===== src/rtl/udp_msg_pkg.sv =====
// Shared types and protocol constants for the UDP market-data message parser.
package udp_msg_pkg;

  localparam logic [7:0] MSG_TYPE_ADD = 8'h41;
  localparam logic [7:0] MSG_LEN_ADD  = 8'd13;
  localparam logic [7:0] SIDE_BUY     = 8'h42;
  localparam logic [7:0] SIDE_SELL    = 8'h53;

  typedef struct packed {
    logic        side;
    logic [31:0] order_id;
    logic [31:0] price;
    logic [15:0] qty;
  } msg_rec_t;

  typedef enum logic [2:0] {
    S_LEN,
    S_TYPE,
    S_ADD,
    S_SKIP,
    S_DRAIN
  } parser_state_e;

endpackage


===== src/rtl/msg_rec_fifo.sv =====
// First-word-fall-through record FIFO; head is presented combinationally, zero when empty.
module msg_rec_fifo
  import udp_msg_pkg::*;
#(
  parameter int DEPTH = 4
) (
  input  logic     clk,
  input  logic     rst_n,
  input  logic     wr_en,
  input  msg_rec_t wr_data,
  output logic     full,
  input  logic     rd_en,
  output msg_rec_t rd_data,
  output logic     empty
);

  localparam int AW = (DEPTH > 1) ? $clog2(DEPTH) : 1;

  msg_rec_t      mem_q [DEPTH];
  logic [AW:0]   wr_ptr_q, rd_ptr_q;
  logic          wr_ok, rd_ok;

  assign empty   = (wr_ptr_q == rd_ptr_q);
  assign full    = (wr_ptr_q[AW] != rd_ptr_q[AW]) && (wr_ptr_q[AW-1:0] == rd_ptr_q[AW-1:0]);
  assign wr_ok   = wr_en && (!full || rd_en);
  assign rd_ok   = rd_en && !empty;
  assign rd_data = empty ? '0 : mem_q[rd_ptr_q[AW-1:0]];

  always_ff @(posedge clk or negedge rst_n) begin
    if (!rst_n) begin
      wr_ptr_q <= '0;
      rd_ptr_q <= '0;
    end else begin
      if (wr_ok) wr_ptr_q <= wr_ptr_q + 1'b1;
      if (rd_ok) rd_ptr_q <= rd_ptr_q + 1'b1;
    end
  end

  always_ff @(posedge clk) begin
    if (wr_ok) mem_q[wr_ptr_q[AW-1:0]] <= wr_data;
  end

endmodule


===== src/rtl/udp_msg_parser.sv =====
// Splits UDP payloads into length-prefixed messages and decodes Add-Order records into a FWFT FIFO.
// Define MSG_STATS_EN to add saturating stat_msgs/stat_err/stat_ovf counters.
module udp_msg_parser
  import udp_msg_pkg::*;
#(
  parameter int FIFO_DEPTH = 4
`ifdef MSG_STATS_EN
  ,
  parameter int CNT_W = 16
`endif
) (
  input  logic        clk,
  input  logic        reset_n,
  input  logic        in_valid,
  input  logic [7:0]  in_data,
  output logic        msg_valid,
  input  logic        msg_ready,
  output logic        msg_side,
  output logic [31:0] msg_order_id,
  output logic [31:0] msg_price,
  output logic [15:0] msg_qty,
  output logic        ovf_pulse,
  output logic        err_pulse
`ifdef MSG_STATS_EN
  ,
  output logic [CNT_W-1:0] stat_msgs,
  output logic [CNT_W-1:0] stat_err,
  output logic [CNT_W-1:0] stat_ovf
`endif
);

  parser_state_e state_q, state_d;
  logic [7:0]    len_q, len_d;
  logic [7:0]    cnt_q, cnt_d;
  logic [87:0]   body_q, body_d;
  logic          push_q, push_d;
  logic          err_q, err_d;
  logic          ovf_q;

  msg_rec_t      rec, head;
  logic          fifo_full, fifo_empty, fifo_wr, pop;

  always_comb begin
    state_d = state_q;
    len_d   = len_q;
    cnt_d   = cnt_q;
    body_d  = body_q;
    push_d  = 1'b0;
    err_d   = 1'b0;
    if (!in_valid) begin
      // A gap ends the packet; anything mid-message is truncated.
      state_d = S_LEN;
      err_d   = (state_q inside {S_TYPE, S_ADD, S_SKIP});
    end else begin
      case (state_q)
        S_LEN: begin
          if (in_data < 8'd2) begin
            err_d   = 1'b1;
            state_d = S_DRAIN;
          end else begin
            len_d   = in_data;
            state_d = S_TYPE;
          end
        end
        S_TYPE: begin
          if (in_data == MSG_TYPE_ADD) begin
            if (len_q == MSG_LEN_ADD) begin
              cnt_d   = len_q - 8'd2;
              state_d = S_ADD;
            end else begin
              err_d   = 1'b1;
              state_d = S_DRAIN;
            end
          end else if (len_q == 8'd2) begin
            state_d = S_LEN;
          end else begin
            cnt_d   = len_q - 8'd2;
            state_d = S_SKIP;
          end
        end
        S_ADD: begin
          body_d = {body_q[79:0], in_data};
          cnt_d  = cnt_q - 8'd1;
          if (cnt_q == (MSG_LEN_ADD - 8'd2) && in_data != SIDE_BUY && in_data != SIDE_SELL) begin
            err_d   = 1'b1;
            state_d = S_DRAIN;
          end else if (cnt_q == 8'd1) begin
            push_d  = 1'b1;
            state_d = S_LEN;
          end
        end
        S_SKIP: begin
          cnt_d = cnt_q - 8'd1;
          if (cnt_q == 8'd1) state_d = S_LEN;
        end
        S_DRAIN: state_d = S_DRAIN;
        default: state_d = S_LEN;
      endcase
    end
  end

  always_ff @(posedge clk or negedge reset_n) begin
    if (!reset_n) begin
      state_q <= S_LEN;
      len_q   <= '0;
      cnt_q   <= '0;
      body_q  <= '0;
      push_q  <= 1'b0;
      err_q   <= 1'b0;
      ovf_q   <= 1'b0;
    end else begin
      state_q <= state_d;
      len_q   <= len_d;
      cnt_q   <= cnt_d;
      body_q  <= body_d;
      push_q  <= push_d;
      err_q   <= err_d;
      ovf_q   <= push_q && fifo_full && !pop;
    end
  end

  // body_q is stable during the push cycle because only S_ADD shifts it.
  assign rec.side     = (body_q[87:80] == SIDE_BUY);
  assign rec.order_id = body_q[79:48];
  assign rec.price    = body_q[47:16];
  assign rec.qty      = body_q[15:0];

  assign pop     = msg_valid && msg_ready;
  assign fifo_wr = push_q && (!fifo_full || pop);

  msg_rec_fifo #(.DEPTH(FIFO_DEPTH)) u_fifo (
    .clk     (clk),
    .rst_n   (reset_n),
    .wr_en   (fifo_wr),
    .wr_data (rec),
    .full    (fifo_full),
    .rd_en   (pop),
    .rd_data (head),
    .empty   (fifo_empty)
  );

  assign msg_valid    = !fifo_empty;
  assign msg_side     = head.side;
  assign msg_order_id = head.order_id;
  assign msg_price    = head.price;
  assign msg_qty      = head.qty;
  assign ovf_pulse    = ovf_q;
  assign err_pulse    = err_q;

`ifdef MSG_STATS_EN
  logic [CNT_W-1:0] msgs_q, errs_q, ovfs_q;

  always_ff @(posedge clk or negedge reset_n) begin
    if (!reset_n) begin
      msgs_q <= '0;
      errs_q <= '0;
      ovfs_q <= '0;
    end else begin
      if (fifo_wr && msgs_q != '1) msgs_q <= msgs_q + 1'b1;
      if (err_q && errs_q != '1)   errs_q <= errs_q + 1'b1;
      if (ovf_q && ovfs_q != '1)   ovfs_q <= ovfs_q + 1'b1;
    end
  end

  assign stat_msgs = msgs_q;
  assign stat_err  = errs_q;
  assign stat_ovf  = ovfs_q;
`endif

endmodule


===== config.mk =====
export PLATFORM = sky130hd
export DESIGN_NAME = udp_msg_parser
export DESIGN_NICKNAME = d
export VERILOG_FILES = /design/src/rtl/udp_msg_pkg.sv /design/src/rtl/msg_rec_fifo.sv /design/src/rtl/udp_msg_parser.sv
export SDC_FILE = /design/constraint.sdc
export NUM_CORES = 1
export LEC_CHECK = 0
export BUFFER_PORTS_ARGS = -buffer_cell sky130_fd_sc_hd__buf_2
export CAP_MARGIN = 0
export CORE_MARGIN = 10
export CORE_UTILIZATION = 65
export CTS_CLUSTER_DIAMETER = 80
export DETAILED_ROUTE_END_ITERATION = 8
export PLACE_DENSITY = 0.86
export SLEW_MARGIN = 5
export SYNTH_ARGS = -nofsm -noshare
export SYNTH_HDL_FRONTEND = slang
export SYNTH_SLANG_ARGS = --single-unit

===== constraint.sdc =====
create_clock -name clk -period 8.8 [get_ports clk]
set_input_delay 1.76 -clock clk [delete_from_list [all_inputs] [get_ports clk]]
set_output_delay 1.76 -clock clk [all_outputs]
set_load 0.1 [all_outputs]

==> results.txt <==
R2R setup slack = 4.94 ns
Crit Reg-Reg Endpoint = u_fifo.mem_q[3][66]$_DFFE_PP_
DRC = 0
Setup TNS Final = 0 ns
Root buffer cell = clkbuf_16
Vias per Instance = 6.24
Hold_sp = push_q$_DFF_PN0_
Sink Count = 440
Worst min path class = reg -> reg
Initial Util = 66.1%
WP data required = 7.04 ns
Max cap viols = 0
Antenna-violating nets left = 0
Synth warnings = 0
Most frequent cells after synthesis = 324 x edfxtp_1, 116 x dfrtp_1, 84 x and2_1
WHS = 0.478 ns
Netlist cell types = 48
Nets@finish = 1,012
Final Skew = 0.0200 ns
CP startpoint kind = flip-flop
Most common cell in the netlist = edfxtp_1
Hold Violations, Final = 0
DP Wirelength = 18,600 µm
Final setup viols = 0
Minimum clock period after layout = 5.27 ns
GRT Util Overall = 20.4%
First-pass DRT Iterations = 5
Reg2reg start = u_fifo.rd_ptr_q[0]$_DFFE_PN0P_
Clock Latency Late Sink = 0.53 ns
Final Slew Violations = 0
Routability Congestion = 0.783
Worst-Margin Slew = 1.15 ns
Area Growth Syn to Fin = 12.5%
Worst EP arrival = 3.51 ns
Syn Inst Count = 885
Total Die Area = 33,500 µm²
Post-CTS Hold Fix Bufs = 0
Reg2Reg Depth = 5
Antenna violations before repair = 2
Main synth FF type = edfxtp_1
Fmax = 190 MHz
Maximum root-to-sink buffer count = 3
Row cnt = 59
Starting DRT DRC Count = 648
Setup ws final = 3.53 ns
Pin count of the biggest net entering global routing = 66
Status = finished, final reports clean
Synth Cell Area = 17,300 µm²
WS Path Type = reg -> out
H-tree Lvls = 2
Number of synthesized flops with an enable pin = 324
Yosys top cell area share = 56.4%
Crit Path Max Fanout = 46
Synth async-reset ratio = 26.4%
Placed Instances = 1,282
WL final = 33,700 µm
Vias in the first global route = 8,926
Die width = 183 µm
Cts repair resizes = 0
Synth top area cells = edfxtp_1 56%, dfrtp_1 17%, mux4_2 11%, mux2_1 5.3%, and2_1 3.0%
Most area-hungry cell type in the Yosys netlist = edfxtp_1
Critical-path top delay cell = dfrtp_4
Area of the core = 26,100 µm²
Register bit total from synthesis = 440
Hold Path Depth = 1
Hold EP = ovf_pulse$_DFF_PN0_
Post-synthesis area per instance = 19.5 µm²
Slowest stage delay, CP = 0.93 ns
Global-route wire length before repair = 52,500 µm
Via count = 8,486
Setup bufs post-CTS = 0
RSZ-0062 raised after global routing = false
TritonCTS clock tree = done
Seq/Total Area, Yosys = 73.2%
Worst slack at placement = 4.01 ns
Non-Filler Instances = 1,359
Worst path cell trace = buf_4 > mux4_2 > and2_1 > buf_2
Port Buffers = 95
Die span in y = 183 µm
Max-slew headroom = 22.9%
Crit end category = output port
IO Pins = 96
Tcrit/Tclk final = 59.9%
Layout cell share with drive strength beyond 1 = 27.1%
Total CTS buffers = 42
Worst-path clk slew = 0.06 ns
Global route total overflow = 0
Wirelength per Cell = 24.8 µm
Post-synth net total = 906
==> cells by family after synthesis <==
family / share of synthesized area (%)
AOI/OAI and AO/OA: 1.38
adders and majority gates: 0.652
buffers and inverters: 1.47
muxes: 17.3
DFF: 73.2
xor gates and xnor gates: 0.660
and+or+nand+nor: 5.33
==> state kept, by name, indices dropped and copies added, names as in the netlist <==
name / cells
u_fifo.wr_ptr_q: 3
err_pulse: 1
state_q: 3
u_fifo.mem_q: 324
body_q: 88
len_q: 8
ovf_pulse: 1
cnt_q: 8
u_fifo.rd_ptr_q: 3
push_q: 1
==> final cells by class <==
type,count,area [µm²]
diodes,1,2.50
clock buffers,62,1200
clock inverters,14,158
fillers,1420,6710
inverters,12,45.0
multi-input cells,391,4410
flip-flops and latches,440,12600
well taps,335,419
repair buffers,104,546
==> how the worst max path moves through the flow <==
stage / startpoint / endpoint / slack, ns / cells after the start
2_1_floorplan: msg_ready / u_fifo.mem_q[3][0]$_DFFE_PP_ / 2.74 / 4
6_report: u_fifo.rd_ptr_q[0]$_DFFE_PN0P_ / msg_order_id[0] / 3.53 / 4
3_5_place_dp: u_fifo.rd_ptr_q[0]$_DFFE_PN0P_ / msg_order_id[16] / 4.01 / 4
5_1_grt: u_fifo.rd_ptr_q[0]$_DFFE_PN0P_ / msg_order_id[0] / 3.25 / 4
3_3_place_gp: u_fifo.rd_ptr_q[0]$_DFFE_PN0P_ / msg_order_id[8] / 4.03 / 4
4_1_cts: u_fifo.rd_ptr_q[0]$_DFFE_PN0P_ / msg_order_id[0] / 3.44 / 4
==> routing by layer <==
| metal | part of all wire, % | GRT usage [%] | up-vias | wire [µm] |
|---|---|---|---|---|
| met3 | 6.7 | 3.81 | 55 | 2240 |
| met2 | 51 | 33.7 | 349 | 17100 |
| met5 | 0 | 0 | - | 0 |
| li1 | - | - | 3672 | - |
| met4 | 2.3 | 6.33 | 0 | 776 |
| met1 | 40 | 27.4 | 4410 | 13600 |
==> cell usage in the layout (no fill, tap or decap), drive strengths merged, types with 5 or more instances in the layout <==
master / Yosys / layout
xor2: 6 / 6
nor4: 6 / 6
edfxtp: 324 / 324
mux2: 98 / 98
o21ai: 10 / 10
and2: 84 / 84
dfrtp: 116 / 116
clkinv: 0 / 7
buf: 29 / 104
nor2: 18 / 18
a21oi: 9 / 9
nand4: 5 / 5
nand2: 12 / 12
xnor2: 7 / 7
mux4: 81 / 81
clkbuf: 13 / 62
a31oi: 6 / 6
inv: 12 / 13
ha: 9 / 9
==> worst max-delay path: cells and delay by family, from the launching register on <==
kind,cells,cell delay [ns]
buffers and inverters,2,1.15
flip-flops,1,0.93
multiplexers,1,0.66
AND/OR/NAND/NOR,1,0.18
==> per-stage QoR <==
step	area, µm²	util [%]
2_1_floorplan	17300	-
3_3_place_gp	18100	69.1
3_5_place_dp	18100	69.1
4_1_cts	19400	74.3
5_1_grt	19400	74.3
6_report	19400	74.3
Power is left out: the tool's default activity adds up to more than one toggle a clock period on the data nets, which glitch-free logic cannot reach.
